[src/rtl/rr_one_picker.sv]
// Rotating-priority picker: grants up to NUM_PICK set bits of a request vector,
// searching from a priority pointer that advances past the last grant.
module rr_one_picker #(
  parameter int VEC_LEN  = 8,
  parameter int NUM_PICK = 2,
  parameter int IDX_W    = $clog2(VEC_LEN)
) (
  input  logic                      i_clk,
  input  logic                      i_rst_n,
  input  logic                      i_req_valid,
  output logic                      o_req_ready,
  input  logic [VEC_LEN-1:0]        i_req_vec,
  input  logic                      i_fixed_prio,
  output logic                      o_grant_valid,
  input  logic                      i_grant_ready,
  output logic [NUM_PICK*IDX_W-1:0] o_grant_pos,
  output logic [NUM_PICK-1:0]       o_grant_vld,
  output logic [VEC_LEN-1:0]        o_grant_mask,
  output logic                      o_all_zero,
  output logic [IDX_W-1:0]          o_ptr
);

  localparam logic [IDX_W:0] LEN_W = (IDX_W+1)'(VEC_LEN);

  logic                      accept;
  logic [IDX_W-1:0]          start;
  logic [VEC_LEN-1:0]        remain;
  logic [NUM_PICK*IDX_W-1:0] nxt_pos;
  logic [NUM_PICK-1:0]       nxt_vld;
  logic [VEC_LEN-1:0]        nxt_mask;
  logic [IDX_W-1:0]          nxt_ptr;
  logic [IDX_W-1:0]          pick;
  logic [IDX_W-1:0]          last_pick;
  logic [IDX_W-1:0]          idx;
  logic [IDX_W:0]            sum;
  logic                      found;

  assign o_req_ready = ~o_grant_valid | i_grant_ready;
  assign accept      = i_req_valid & o_req_ready;
  assign start       = i_fixed_prio ? '0 : o_ptr;

  // Each slot takes the first remaining bit in rotated order, then removes it
  // from the candidate set so later slots see only what is left.
  always_comb begin
    remain    = i_req_vec;
    nxt_pos   = '0;
    nxt_vld   = '0;
    nxt_mask  = '0;
    pick      = '0;
    last_pick = '0;
    idx       = '0;
    sum       = '0;
    found     = 1'b0;
    for (int k = 0; k < NUM_PICK; k++) begin
      found = 1'b0;
      pick  = '0;
      for (int j = 0; j < VEC_LEN; j++) begin
        sum = {1'b0, start} + (IDX_W+1)'(j);
        if (sum >= LEN_W) sum = sum - LEN_W;
        idx = sum[IDX_W-1:0];
        if (!found && remain[idx]) begin
          found = 1'b1;
          pick  = idx;
        end
      end
      if (found) begin
        nxt_vld[k]                   = 1'b1;
        nxt_pos[k*IDX_W +: IDX_W]    = pick;
        nxt_mask[pick]               = 1'b1;
        remain[pick]                 = 1'b0;
        last_pick                    = pick;
      end
    end
    // Wrap at VEC_LEN, not at 2**IDX_W, so padded indices are never reached.
    sum = {1'b0, last_pick} + (IDX_W+1)'(1);
    if (sum >= LEN_W) sum = sum - LEN_W;
    nxt_ptr = sum[IDX_W-1:0];
  end

  always_ff @(posedge i_clk or negedge i_rst_n) begin
    if (!i_rst_n) begin
      o_grant_valid <= 1'b0;
      o_grant_pos   <= '0;
      o_grant_vld   <= '0;
      o_grant_mask  <= '0;
      o_all_zero    <= 1'b0;
      o_ptr         <= '0;
    end else if (accept) begin
      o_grant_valid <= 1'b1;
      o_grant_pos   <= nxt_pos;
      o_grant_vld   <= nxt_vld;
      o_grant_mask  <= nxt_mask;
      o_all_zero    <= ~|i_req_vec;
      if (!i_fixed_prio && nxt_vld[0]) o_ptr <= nxt_ptr;
    end else if (i_grant_ready) begin
      o_grant_valid <= 1'b0;
    end
  end

endmodule

[config.mk]
export PLATFORM = sky130hd
export DESIGN_NAME = rr_one_picker
export DESIGN_NICKNAME = d
export VERILOG_FILES = /design/src/rtl/rr_one_picker.sv
export SDC_FILE = /design/constraint.sdc
export NUM_CORES = 1
export LEC_CHECK = 0
export CAP_MARGIN = 20
export CORE_ASPECT_RATIO = 1.25
export CORE_MARGIN = 2
export CORE_UTILIZATION = 45
export DETAILED_ROUTE_END_ITERATION = 16
export MAX_ROUTING_LAYER = met4
export PLACE_DENSITY = 0.63
export SLEW_MARGIN = 20
export SYNTH_ARGS = -nofsm -noshare
export SYNTH_HDL_FRONTEND = slang
export SYNTH_SLANG_ARGS = --single-unit
[constraint.sdc]
create_clock -name i_clk -period 16.8 [get_ports i_clk]
set_clock_uncertainty 0.1 [all_clocks]
set_input_delay 1.68 -clock i_clk [delete_from_list [all_inputs] [get_ports i_clk]]
set_output_delay 1.68 -clock i_clk [all_outputs]
set_load 0.03 [all_outputs]
==> qor.yml, run 1 <==
sta:
  rsz0062_at_grt: "no"
  tns_ps: 0
  relSlewSlack_pct: 27.6
  finalHoldViolCount: 0
  fmaxAchievable_ghz: 0.118
  worstMarginPinSlew_ps: 1060
  finalCritPeriodShare_pct: 50.6
  worst_slack_ps: 8300
  min_period_ps: 8500
  report.final.slew_viol_count: 0
  setup_viol: 0
power:
  p_comb_share_pct: 83.2
  switching_share_pct: 58.1
  p_leak_uw: 0.00132
  ir_drop_mv: 0.0959
  switchingPower_uw: 429
  p_per_area_nw_per_um2: 208
  pwr-share-seq_pct: 12.4
  clockPowerShare_pct: 4.4
  cellInternalPower_uw: 309
yosys:
  yosys-top-cells-count: "62 x nand2_1, 41 x nor2_1, 22 x a21oi_1"
  ys_seq_elements: 21
  yosysMostFrequentCell: "nand2_1"
  yosysTopAreaCellShare_pct: 16.6
  synth_ff_type: "dfrtp_1"
  syn_inst: 413
  synth_async_sr_flop_share_pct: 100
  seq_area_frac_synth_pct: 16.6
  synth.distinct_cells: 84
  yosysWarnings: 0
  synth_nets: 428
  synth_edf_count: 0
  synth.avg_cell_area_sq_um: 7.68
  synth_largest_area_cell: "dfrtp_1"
  synth_area_leaders: "dfrtp_1 17%, mux4_2 9.9%, nand2_1 7.3%"
  syn_area_sq_um: 3170
cts:
  clock_path_buffers: 2
  cts_tree: "built"
  cts_made_buffers: 3
  cts_max_level: 1
  cts-root-buf: "clkbuf_8"
  clock_sinks: 21
  cts.clk_slew.worst_paths_ps: 70
  hold_buffers: 0
  post_cts_buffers: 0
  ctsResizeCount: 0
  clk_latency_ps: 260
layout:
  syn2layout_area_growth_pct: 12.0
  num_antenna_cells: 0
  drive_above_1_share_pct: 13.2
  final_nets: 439
floorplan:
  initial_utilization_pct: 46.0
  io_pins: 35
  die_h_um: 97.9
  rows: 34
  die_area_sq_um: 7740
  dieWidth_um: 79.1
  core-area_sq_um: 6890
global_route:
  grt_pass1_wl_mm: 18.4
  grt_max_degree: 27
  overflow: 0
  track_usage_pct: 31.5
  grt_pass1_vias: 3368
  antenna_found_initial: 0
setup_path:
  critical_path.top_delay_family: "simple AND/OR/NAND/NOR gates"
  cp_slowest_cell: "ha_1"
  worst-setup-path-type: "in -> reg"
  crit_buf_inv: 2
  path_cells: "clkdlybuf4s50_1 > nor2b_4 > inv_4 > ha_1 > mux4_2 > o2bb2a_1 > o221ai_1 > o2111ai_1 > a22oi_2 > nor2b_1 > a31oi_1 > nor2_1 > nand4_1 > a31oi_1 > or4b_4 > o21bai_1 > o21bai_1 > ha_1 > nand4_1 > nand3_1"
  worstPathRequired_ps: 16900
  critPathLaunchType: "input pin"
  cp.arrival_ps: 8600
  cp-end-kind: "flop"
  cpPeakStageDelay_ps: 800
  critPathMaxFanout: 26
drt:
  routed_wl_mm: 11.8
  first_pass_iters: 6
  vias_per_cell: 6.93
  routedWlPerCell_um: 22.9
  num_vias: 3555
  ant_nets: 0
  drt_iter0_markers: 297
  drc: 0
place:
  dpl.hpwl_mm: 8.94
  gp_congestion: 0.967
  portBuffers: 34
  pre_cts_ws_ps: 8140
job:
  maxCapViolCount: 0
status:
  status: "finished, final reports clean"
hold_path:
  min_path_type: "reg -> reg"
[flip-flops by register name, summed over array words and instances (netlist names)]
name           count
o_grant_pos        6
o_grant_valid      1
o_grant_vld        2
o_grant_mask       8
o_ptr              3
o_all_zero         1
[stage by stage]
stage | util (%) | power, uW | cell area, sq um | hold slack (ps) | instances
floorplan | - | 520 | 3170 | 550 | 413
global placement | 50.9 | 696 | 3510 | 361 | 509
detailed placement | 50.9 | 693 | 3510 | 363 | 509
CTS | 51.6 | 729 | 3550 | 381 | 513
global route | 51.6 | 791 | 3550 | 414 | 513
finish | 51.6 | 738 | 3550 | 373 | 513
[final timing paths]
path / from / endpoint / slack, ps / cells after the start
max: i_fixed_prio / o_ptr[2] / 8300 / 20
max reg2reg: o_ptr[0] / o_ptr[2] / 9760 / 19
min: o_grant_pos[3] / o_grant_pos[3] / 370 / 2
min in group asynchronous: i_rst_n / o_grant_pos[0] / 1830 / 1
min reg2reg: o_grant_pos[3] / o_grant_pos[3] / 370 / 2
max in group asynchronous: i_rst_n / o_grant_mask[4] / 14200 / 1
[area by class of cell]
class	instances	area [sq um]
Clock buffer	3	41.3
Timing Repair Buffer	37	363
Fill cell	706	3340
Multi-Input combinational cell	352	2470
Inverter	9	36.3
Clock inverter	1	5.00
Sequential cell	21	526
Tap cell	90	113
[power by group through the flow]
stage / combinational (uW) / clock [uW] / sequential [uW]
2_1_floorplan: 395 / 0 / 125
3_3_place_gp: 605 / 0 / 91.4
3_5_place_dp: 601 / 0 / 92.5
4_1_cts: 604 / 33.3 / 91.7
5_1_grt: 662 / 35.2 / 94.5
6_report: 614 / 32.5 / 91.3
[cell usage in the layout (no fill, tap or decap), types with 5 or more instances in the layout]
cell type | Yosys | final
a31oi_1 | 18 | 18
nor2_1 | 41 | 41
o22ai_1 | 5 | 5
o21ai_0 | 18 | 18
nand4_1 | 8 | 8
and3_1 | 5 | 5
mux2i_1 | 8 | 8
nand2_1 | 62 | 62
and2_1 | 6 | 6
o21ai_1 | 5 | 5
o211ai_1 | 10 | 10
mux4_2 | 14 | 14
inv_1 | 8 | 8
dfrtp_1 | 21 | 21
clkdlybuf4s50_1 | 0 | 34
nor3_1 | 11 | 11
a21oi_1 | 22 | 22
mux2_2 | 6 | 6
nand2b_1 | 7 | 7
a211oi_1 | 6 | 6
nand3_1 | 5 | 5
[kinds of logic after synthesis]
kind of cell / synth area share (%)
muxes: 16.2
adders and majority gates: 0.789
and+or+nand+nor: 25.5
xor gates and xnor gates: 0.829
AOI/OAI and AO/OA: 34.6
DFF: 16.6
buffers and inverters: 5.56
[metal layers]
layer	GRT usage, %	routed length, um	vias up
met4	16.6	616	0
met2	54.6	6030	182
met3	2.13	704	45
met5	-	0	-
li1	-	-	1608
met1	35.9	4410	1720
[worst register-to-register path, stage by stage, from the launching register on]
cell and delay, ps:
dfrtp_1 660, nor2b_4 630, inv_4 300, ha_1 810, mux4_2 400, o2bb2a_1 250, o221ai_1 110, o2111ai_1 350
a22oi_2 120, nor2b_1 560, a31oi_1 260, nor2_1 360, nand4_1 150, a31oi_1 490, or4b_4 560, o21bai_1 240
o21bai_1 230, ha_1 200, nand4_1 90, nand3_1 120
(Power assumes the default switching activity.)
==> run 2, diff against run 1 <==
Clock period 16.8 ns to 8.3 ns, I/O delays scaled along.
==> run 2 against run 1 <==
Compared with the run above: sequential share of layout area decreased by 0.16 points; total power increased by 100%; flip-flop and latch count unchanged; critical path depth increased by 1; first-iteration DRC count increased by 15%; clock power increased by 100%; largest cell class unchanged; via count decreased by 0.39%; wire length decreased by 7.6%.
==> qor.yml, run 2 (synthesized netlist as in run 1, its figures left out) <==
status:
  status: "finished, final reports clean"  # unchanged
global_route:
  grt_pass1_vias: 3397  # was 3368
  track_usage_pct: 29.7  # was 31.5%
  antenna_found_initial: 0  # unchanged
  grt_pass1_wl_mm: 17.8  # was 18.4 mm
  grt_max_degree: 27  # unchanged
  overflow: 0  # unchanged
power:
  pwr-share-seq_pct: 12.4  # about the same
  ir_drop_mv: 0.191  # was 0.0959 mV
  cellInternalPower_uw: 641  # was 309 uW
  p_per_area_nw_per_um2: 411  # was 208 nW/um^2
  switching_share_pct: 56.6  # was 58.1%
  switchingPower_uw: 837  # was 429 uW
  clockPowerShare_pct: 4.5  # was 4.4%
  p_leak_uw: 0.00134  # was 0.00132 uW
  p_comb_share_pct: 83.1  # was 83.2%
  power_uw: 1480  # was 738 uW
setup_path:
  worstPathRequired_ps: 8350  # was 16900 ps
  cp-end-kind: "flop"  # unchanged
  worst-setup-path-type: "in -> reg"  # unchanged
  cp.arrival_ps: 7140  # was 8600 ps
  critPathLaunchType: "input pin"  # unchanged
  critPathMaxFanout: 18  # was 26
sta:
  fin_hold_ws_ps: 377  # was 373 ps
  setup_viol: 0  # unchanged
  tns_ps: 0  # unchanged
  min_period_ps: 7090
  finalCritPeriodShare_pct: 85.4
  fmaxAchievable_ghz: 0.141
  report.final.slew_viol_count: 0  # unchanged
  relSlewSlack_pct: 34.8  # was 27.6%
  rsz0062_at_grt: "no"  # unchanged
  worstMarginPinSlew_ps: 951  # was 1060 ps
  finalHoldViolCount: 0  # unchanged
layout:
  layout_common_cells: "62 x nand2_1, 41 x nor2_1, 34 x clkdlybuf4s50_1, 22 x a21oi_1, 21 x dfrtp_1"  # unchanged
  reg.largest.list: "o_grant_mask x8, o_grant_pos x6, o_ptr x3"  # unchanged
  final_common_cell: "nand2_1"  # unchanged
  num_antenna_cells: 0  # unchanged
  final_nets: 444  # was 439
  nFillCells: 705  # was 706
  utilization_pct: 52.1  # was 51.6%
  fin_area_sq_um: 3590  # was 3550 sq um
  syn2layout_area_growth_pct: 13.3  # was 12.0%
  largest_reg_flops: 8  # unchanged
  top_register: "o_grant_mask"  # unchanged
  drive_above_1_share_pct: 14.3  # was 13.2%
floorplan:
  io_pins: 35  # unchanged
  die_h_um: 97.9  # unchanged
  core-area_sq_um: 6890  # unchanged
  dieWidth_um: 79.1  # unchanged
  rows: 34  # unchanged
  die_area_sq_um: 7740  # unchanged
  initial_utilization_pct: 46.0  # unchanged
cts:
  clock_path_buffers: 2  # unchanged
  hold_buffers: 0  # unchanged
  clk_latency_ps: 260  # about the same
  post_cts_buffers: 0  # unchanged
  cts-root-buf: "clkbuf_8"  # unchanged
  cts_max_level: 1  # unchanged
  cts_made_buffers: 3  # unchanged
  cts_tree: "built"  # unchanged
  cts.clk_slew.worst_paths_ps: 80  # was 70 ps
  ctsResizeCount: 0  # unchanged
  clock_sinks: 21  # unchanged
drt:
  num_vias: 3541  # was 3555
  routedWlPerCell_um: 21.0  # was 22.9 um
  drc: 0  # unchanged
  drt_iter0_markers: 342  # was 297
  ant_nets: 0  # unchanged
  vias_per_cell: 6.84  # was 6.93
  routed_wl_mm: 10.9  # was 11.8 mm
  first_pass_iters: 7  # was 6
place:
  gp_congestion: 0.978  # was 0.967
  portBuffers: 34  # unchanged
  dpl_cell_area_sq_um: 3540  # was 3510 sq um
  dpl.hpwl_mm: 8.19  # was 8.94 mm
job:
  maxCapViolCount: 0  # unchanged
hold_path:
  min_path_type: "reg -> reg"  # unchanged
run 2: cell types whose count changed in the layout (fill, tap and decap cells not counted), sizes merged:
cell	before	now
buf	3	8
clkinv	1	0
clkinvlp	0	1
run 2: metrics by stage:
stage,worst slack [ps],cells
final,1210,518
after global routing,686,518
after CTS,1270,518
after detailed placement,987,514
after global placement,1170,514
after floorplan,2590,413
run 2: area by class of cell:
class                   count  area, sq um  area share, %
well taps                  90          113           3.13
flip-flops and latches     21          526           14.6
inverters                   9         36.3           1.01
clock buffers               3         41.3           1.15
clock inverters             1         7.51          0.209
repair buffers             42          400           11.1
multi-input cells         352         2470           68.7
run 2: worst max-delay path, cell delays in order:
cell and delay, ps:
clkdlybuf4s50_1 700, nor2b_1 240, buf_4 260, inv_1 60
buf_4 200, ha_1 710, mux4_2 400, o2bb2a_1 250
o221ai_1 110, o2111ai_1 280, a22oi_2 120, nor2b_1 530
a21oi_1 240, or2_1 290, mux4_2 520, or4b_4 590
o21bai_1 230, o21bai_1 210, ha_1 210, a211o_1 110
nand3_1 60
run 2: path summary, 6_finish.rpt:
path / start / end / slack (ps) / cells past startpoint
hold / removal: o_grant_pos[3] / o_grant_pos[3] / 380 / 2
setup / recovery: i_fixed_prio / o_ptr[2] / 1210 / 21
max in group asynchronous: i_rst_n / o_grant_pos[5] / 6600 / 1
setup reg to reg: o_ptr[1] / o_ptr[2] / 1910 / 20
hold reg to reg: o_grant_pos[3] / o_grant_pos[3] / 380 / 2
min in group asynchronous: i_rst_n / o_grant_vld[0] / 960 / 1
run 2: per-layer routing:
layer | vias up | track usage [%] | part of all wire [%]
met2 | 183 | 49.2 | 49
li1 | 1620 | - | -
met1 | 1702 | 36.9 | 39
met5 | - | - | 0
met4 | 0 | 12.5 | 4.1
met3 | 36 | 2.31 | 7.7
run 2: power groups by stage:
stage,combinational (uW),clock (uW),sequential (uW)
final,1230,66.5,183
after floorplan,799,0,253
after CTS,1210,68.5,184
after global routing,1330,72.7,190
after detailed placement,1200,0,186
after global placement,1210,0,185
==> run 3, diff against run 2 <==
Settings changed: MAX_ROUTING_LAYER met4 to unset, SETUP_SLACK_MARGIN set to 0.5.
==> run 3 against run 2 <==
Compared with the run above: register-to-register slack better by 60 ps; flip-flop and latch count stayed put; combinational power about the same; largest cell class unchanged; die area unchanged; count of clock-buffer cells in the layout unchanged; non-clock buffer count is the same.
==> qor.yml, run 3 (synthesized netlist as in run 1, its figures left out) <==
cts:
  hold_buffers: 0  # unchanged
  clk_latency_ps: 260  # about the same
  cts.clk_slew.worst_paths_ps: 70  # was 80 ps
  clock_path_buffers: 2  # unchanged
  cts_made_buffers: 3  # unchanged
  cts_max_level: 1  # unchanged
  post_cts_buffers: 0  # unchanged
  cts_tree: "built"  # unchanged
  ctsResizeCount: 0  # unchanged
  cts-root-buf: "clkbuf_8"  # unchanged
  clock_sinks: 21  # unchanged
setup_path:
  endpoint: "o_ptr[2]"  # unchanged
  r2r-end: "o_ptr[2]"  # unchanged
  path_cells: "clkdlybuf4s50_1 > nor2b_1 > buf_4 > inv_1 > buf_4 > ha_1 > mux4_2 > o2bb2a_1 > o221ai_1 > o2111ai_1 > a22oi_2 > nor2b_1 > a21oi_1 > or2_1 > mux4_2 > or4b_4 > o21bai_1 > o21bai_1 > ha_1 > a211o_1 > nand3_1"  # unchanged
  cp-end-kind: "flop"  # unchanged
  cpPeakStageDelay_ps: 720  # was 710 ps
  cp_slowest_cell: "ha_1"  # unchanged
  critPathLaunchType: "input pin"  # unchanged
  critPathMaxFanout: 18  # unchanged
  cp.arrival_ps: 7090  # was 7140 ps
  crit_cells: 21  # unchanged
  critical_path.top_delay_family: "simple AND/OR/NAND/NOR gates"  # unchanged
  worst-setup-path-type: "in -> reg"  # unchanged
  rrSetupSlack_ps: 1970  # was 1910 ps
  rr_worst_depth: 20  # unchanged
  cp-startpoint: "i_fixed_prio"  # unchanged
  worstPathRequired_ps: 8350  # about the same
  regToRegStartpoint: "o_ptr[1]"  # unchanged
  crit_buf_inv: 4  # unchanged
drt:
  met1Wirelength_mm: 4.31  # was 4.24 mm
  drc: 0  # unchanged
  top_layer: "met4"  # unchanged
  wl_met3_um: 791  # was 838 um
  num_vias: 3522  # was 3541
  wl_met2_mm: 5.30  # was 5.34 mm
  routed_wl_mm: 10.8  # was 10.9 mm
  vias_per_cell: 6.80  # was 6.84
  first_pass_iters: 5  # was 7
  ant_nets: 0  # unchanged
  routedWlPerCell_um: 20.8  # was 21.0 um
  drt_iter0_markers: 296  # was 342
layout:
  fin_cells: 518  # unchanged
  reg.largest.list: "o_grant_mask x8, o_grant_pos x6, o_ptr x3"  # unchanged
  utilization_pct: 52.1  # unchanged
  final_common_cell: "nand2_1"  # unchanged
  syn2layout_area_growth_pct: 13.3  # unchanged
  layout_common_cells: "62 x nand2_1, 41 x nor2_1, 34 x clkdlybuf4s50_1, 22 x a21oi_1, 21 x dfrtp_1"  # unchanged
  num_antenna_cells: 0  # unchanged
  top_register: "o_grant_mask"  # unchanged
  largest_reg_flops: 8  # unchanged
  drive_above_1_share_pct: 14.3  # unchanged
  final_nets: 444  # unchanged
  nFillCells: 710  # was 705
place:
  gp_congestion: 0.950  # was 0.978
  portBuffers: 34  # unchanged
  dpl.hpwl_mm: 8.14  # was 8.19 mm
  dp.cells: 514  # unchanged
  pre_cts_ws_ps: 1130  # was 987 ps
sta:
  min_period_ps: 7040  # was 7090 ps
  relSlewSlack_pct: 36.0  # was 34.8%
  worst_slack_ps: 1260  # was 1210 ps
  setup_viol: 0  # unchanged
  rsz0062_at_grt: "no"  # unchanged
  report.final.slew_viol_count: 0  # unchanged
  worstMarginPinSlew_ps: 934  # was 951 ps
  fmaxAchievable_ghz: 0.142  # was 0.141 GHz
  finalCritPeriodShare_pct: 84.9  # was 85.4%
  finalHoldViolCount: 0  # unchanged
  tns_ps: 0  # unchanged
global_route:
  overflow: 0  # unchanged
  grt_pass1_wl_mm: 17.3  # was 17.8 mm
  track_usage_pct: 28.1  # was 29.7%
  antenna_found_initial: 0  # unchanged
  grt_max_degree: 27  # unchanged
  grt_pass1_vias: 3196  # was 3397
job:
  maxCapViolCount: 0  # unchanged
hold_path:
  min_path_type: "reg -> reg"  # unchanged
power:
  ir_drop_mv: 0.157  # was 0.191 mV
  p_per_area_nw_per_um2: 411  # about the same
  p_leak_uw: 0.00134  # unchanged
floorplan:
  initial_utilization_pct: 46.0  # unchanged
  rows: 34  # unchanged
  core-area_sq_um: 6890  # unchanged
  die_area_sq_um: 7740  # unchanged
  io_pins: 35  # unchanged
  die_h_um: 97.9  # unchanged
  dieWidth_um: 79.1  # unchanged
status:
  status: "finished, final reports clean"  # unchanged
==> run 3: cell counts in the layout (fill, tap and decap cells not counted) <==
Identical to the previous run, type by type.
==> run 3: area by class of cell <==
type / count / area, sq um / share of cell area, %
Inverter: 9 / 36.3 / 1.01
Clock buffer: 3 / 41.3 / 1.15
Sequential cell: 21 / 526 / 14.6
Tap cell: 90 / 113 / 3.13
Multi-Input combinational cell: 352 / 2470 / 68.7
Clock inverter: 1 / 7.51 / 0.209
Timing Repair Buffer: 42 / 400 / 11.1
==> run 3: worst min path at each step <==
stage                         startpoint              to  slack, ps  cells after the start
after detailed placement  o_grant_pos[2]  o_grant_pos[2]        370                      2
after global placement    o_grant_vld[0]  o_grant_vld[0]        360                      2
after floorplan                  i_rst_n      o_all_zero        430                      0
final                     o_grant_pos[2]  o_grant_pos[2]        380                      2
after global routing      o_grant_pos[1]  o_grant_pos[1]        420                      2
after CTS                 o_grant_pos[2]  o_grant_pos[2]        390                      2
==> run 3: stage by stage <==
step / area, sq um / hold slack (ps) / total power [uW]
after floorplan: 3170 / 434 / 1050
after global placement: 3540 / 360 / 1380
after detailed placement: 3540 / 370 / 1390
after CTS: 3590 / 388 / 1460
after global routing: 3590 / 419 / 1590
final: 3590 / 382 / 1480
==> run 3: metal layers <==
| metal | global-route usage (%) | up-vias |
|---|---|---|
| met1 | 36.6 | 1681 |
| met2 | 47.6 | 182 |
| li1 | - | 1625 |
| met4 | 10.6 | 0 |
| met3 | 2.77 | 34 |
| met5 | 0 | - |
==> run 3: tightest hold or removal path: stages, from the launching register on <==
cell and delay [ps]:
dfrtp_1 340, nand2_1 50, o21ai_0 60
==> run 3: power breakdown <==
part | leakage (uW) | internal (uW) | switching, uW
Combinational | 0.00106 | 463 | 763
Clock | 0.0000217 | 33.9 | 32.3
Sequential | 0.000253 | 144 | 39.8
==> patch 1: new RTL, settings of run 2 <==
Change the parameter `VEC_LEN` from 8 to 16.
--- a/src/rtl/rr_one_picker.sv
+++ b/src/rtl/rr_one_picker.sv
@@ -3,3 +3,3 @@
 module rr_one_picker #(
-  parameter int VEC_LEN  = 8,
+  parameter int VEC_LEN  = 16,
   parameter int NUM_PICK = 2,
Interface: changed (resized i_req_vec, o_grant_mask, o_grant_pos and o_ptr); port bits go from 35 to 54. No check against the original RTL was run, so the function may have changed too.
==> patch 1 against run 2 <==
Non-clock buffer count is 216 higher. Critical path type unchanged. Synthesized area rose by 130%. Via count rose to 2.8 times the old value. Cell area grew to 2.6 times the old value. Worst setup slack lost 0.86 ns. Sequential cell count increased by 11. Die area increased by 120%. Wire length rose to 3.3 times the old value. Critical path depth is 7 higher.
Power is left out: the tool's default activity adds up to more than one toggle a clock period on the data nets, which glitch-free logic cannot reach.
==> patch 1: results (changes against run 2) <==
cts:
  cts_root_buffer: "clkbuf_16"
  htreeDepth: 2  # +1
  cts_made_buffers: 5  # +2
  clock_latency_ns: 0.29  # +0.03 ns
  clk_pin_slew_ns: 0.05  # -0.03 ns
synthesis:
  synth_top_cells_by_area: "dfrtp_1, mux2i_1, nand2_1"
  synth_nets: 980  # +130%
  yosysUniqueCellTypes: 109  # +30%
  synth_common_cells: "nand2_1, nor2_1, o21ai_0"
grt:
  grt_pass1_wl_um: 53790  # +200%
  grt_use_met3_pct: 8.688  # +6.4 points
  antenna_found_initial: 1  # +1
  grt_usage_pct: 42.83  # +13 points
  grt_util_met1_pct: 52.04  # +15 points
  grt_max_degree: 39  # +44%
  grt_pass1_vias: 9226  # +170%
  grt_use_met2_pct: 61.71  # +12 points
drt:
  drt-total-wl_um: 35800  # +230%
  drt_iter0_markers: 1246  # +260%
  dr.pass1.iters: 5  # -2
  wl_met2_um: 15360  # +190%
  dr_total_vias: 9756  # +180%
  wl_met3_um: 4006  # +380%
  wl_met1_um: 13200  # +210%
setup_path:
  crit_fanout: 7  # -11
  cp.arrival_ns: 7.97  # +0.83 ns
  crit_family: "compound AO/OA/AOI/OAI gates"
  worst_path_max_delay_cell: "clkdlybuf4s50_1"
  max_stage_delay_ns: 0.55  # -0.16 ns
finish:
  drive_above_1_share_pct: 28.31  # +14 points
  top_regs: "o_grant_mask x16, o_grant_pos x8, o_ptr x4"
  nNetsFinal: 1184  # +170%
outcome:
  status: "completed"
place:
  numPortBuffers: 53  # +56%
  place.gp.congestion: 1.090  # +11%
  hpwl_um: 29100  # +260%
sta:
  slew_headroom_pct: 37.07  # +2.3 points
-- patch 1: logic make-up after synthesis --
logic type	after synthesis	synth area share (%)
AOI/OAI and AO/OA	391	41.47
DFF	32	11.17
buffers and inverters	76	5.269
xor gates and xnor gates	9	1.099
muxes	74	12.93
and+or+nand+nor	373	27.72
adders and majority gates	2	0.3489
-- patch 1: final cells by class --
cell class	instances	area (um^2)
multi-input cells	849	6101
fillers	1482	6057
repair buffers	258	2120
flip-flops and latches	32	800.8
well taps	212	265.3
clock buffers	5	125.1
inverters	15	56.30
clock inverters	3	42.54
diodes	1	2.502
-- patch 1: worst min-delay path: stages, from the launching register on --
cell     delay (ns)
dfrtp_1        0.34
nand2_1        0.05
nand2_1        0.05
-- patch 1: per-stage QoR --
step                instances  setup TNS [ns]  area, um^2  hold slack [ns]  setup WS [ns]
finish                   1375               0        9513           0.3684         0.3490
global placement         1366          -2.441        9246           0.3589        -0.3137
global route             1375       -0.007411        9513           0.3983      -0.007411
detailed placement       1366          -1.051        9246           0.3626        -0.2053
CTS                      1374               0        9414           0.3763        0.07683
floorplan                 957               0        7179           0.4344        0.08125
-- patch 1: what timing repair did --
item	in CTS	in global routing
buffers inserted	0	0
resized for setup	0	19
setup endpoints to repair	0	21
hold buffers	0	0
-- patch 1: path summary, 6_finish.rpt --
path / from / to / slack [ns] / depth (start not counted)
min: o_grant_pos[7] / o_grant_pos[7] / 0.37 / 2
min in group asynchronous: i_rst_n / o_grant_pos[6] / 0.85 / 2
max in group asynchronous: i_rst_n / o_grant_mask[11] / 6.96 / 2
max reg2reg: o_ptr[0] / o_grant_mask[0] / 0.59 / 28
min reg2reg: o_grant_pos[7] / o_grant_pos[7] / 0.37 / 2
max: i_fixed_prio / o_grant_mask[12] / 0.35 / 28
==> patch 2: new RTL, settings of run 2 <==
Without the edit above. Reset style: synchronous (`i_rst_n`), changed in one clocked block.
--- a/src/rtl/rr_one_picker.sv
+++ b/src/rtl/rr_one_picker.sv
@@ -79,3 +79,3 @@
 
-  always_ff @(posedge i_clk or negedge i_rst_n) begin
+  always_ff @(posedge i_clk) begin
     if (!i_rst_n) begin
Formal check against the unedited RTL: differs if i_rst_n is asserted again (counterexample within 4 cycles, from zero or initial values and one cycle with i_rst_n low); with i_rst_n held inactive, the same outputs for 4 cycles.
==> patch 2 against run 2 <==
Clock power fell by 2%. Non-clock buffer count up 7. Sequential cell count stayed put. Cell area is 0.97% higher. Worst setup slack better by 0.022 ns. Final cell count increased by 3.5%. Power decreased by 16%. Wire length up 14%. Critical path depth rose by 1. Synthesized area grew 1.5%. Highest routed layer unchanged.
==> patch 2: results (changes against run 2) <==
place:
  placed_area_um2: 3583  # +1.1%
  place.gp.congestion: 1.078  # +10%
  hpwl_um: 9212  # +13%
  preCtsSetupSlack_ns: 1.007  # +0.01940 ns
  placed_cells: 532  # +3.5%
setup_path:
  r2r_start: "o_ptr[0]"
  rrSetupSlack_ns: 1.74  # -0.17 ns
drt:
  wl_met2_um: 5959  # +12%
  wire_per_inst_um: 23.17  # +10%
  wl_met3_um: 813  # -3.0%
  wl_met1_um: 4813  # +13%
  dr_total_vias: 3759  # +6.2%
synthesis:
  synth-adder-area-share_pct: 0.7773  # -0.012 points
  yosysUniqueCellTypes: 85  # +1.2%
  synth_xor_area_share_pct: 0.5441  # -0.28 points
  synth-main-ff-cell: "dfxtp_1"
  synth_top_cells_by_area: "dfxtp_1, nand2_1, mux2i_1"
  synth-compound-area-share_pct: 36.11  # +1.5 points
  seq_area_frac_synth_pct: 13.06  # -3.5 points
sta:
  whs_ns: 0.3615  # -0.01589 ns
  slew_headroom_pct: 40.14  # +5.4 points
grt:
  grt_usage_pct: 32.94  # +3.3 points
  grt_pass1_vias: 3596  # +5.9%
  grt_use_met3_pct: 2.015  # -0.30 points
  grt_pass1_wl_um: 19670  # +11%
finish:
  drive_above_1_share_pct: 13.90  # -0.35 points
outcome:
  status: "completed"
power:
  internal_power_mw: 0.5417  # -16%
  combPwrFrac_pct: 81.7  # -1.4 points
  swShare_pct: 56.52  # -0.082 points
hold_path:
  worstHoldStart: "o_all_zero"
## patch 2: cell count changes in the layout (fill, tap and decap cells not counted), moves of 7 or more
| cell | delta |
|---|---|
| nand2_1 | -16 |
| nor4_1 | +8 |
| nor2_1 | -8 |
| o211ai_1 | -9 |
| mux2i_1 | +7 |
| mux4_2 | -9 |
| dfrtp_1 | -21 |
| a211oi_1 | +7 |
| buf_4 | +7 |
| a31oi_1 | -8 |
| nand3_1 | +7 |
| dfxtp_1 | +21 |
## patch 2: cell type report
| cell class | instances | area [um^2] |
|---|---|---|
| fill | 713 | 3306 |
| multi-input combinational | 361 | 2551 |
| timing repair buffer | 49 | 452.9 |
| sequential | 21 | 420.4 |
| tap | 90 | 112.6 |
| inverter | 11 | 46.29 |
| clock buffer | 4 | 45.04 |
## patch 2: path summary, 6_finish.rpt
| path | endpoint | cells after the start |
|---|---|---|
| worst max-delay path | o_ptr[2] | 22 |
| worst min-delay path | o_all_zero | 2 |
| worst max register to register | o_ptr[2] | 22 |
| worst min register to register | o_all_zero | 2 |
## patch 2: worst max-delay path, cell delays in order
cell	delay (ns)
clkdlybuf4s50_1	0.47
buf_4	0.28
nor2b_1	0.21
mux2i_2	0.60
mux4_2	0.67
or3_1	0.39
a41oi_1	0.25
a32oi_1	0.13
nand2b_4	0.28
o31ai_1	0.61
nor3_1	0.16
nor4_4	0.20
or3b_4	0.45
or3_4	0.40
o2bb2ai_1	0.18
a31oi_2	0.07
a21o_1	0.18
ha_1	0.18
nand2_1	0.06
nor2_1	0.05
and3_1	0.18
a311o_1	0.27
## patch 2: cell families (layout without fill, tap and decap cells)
family	after synthesis	after routing
mux	31	31
compound gates	157	157
fa+ha+maj	2	2
simple gates	169	169
buf+inv	51	64
flops	21	21
xor+xnor	2	2
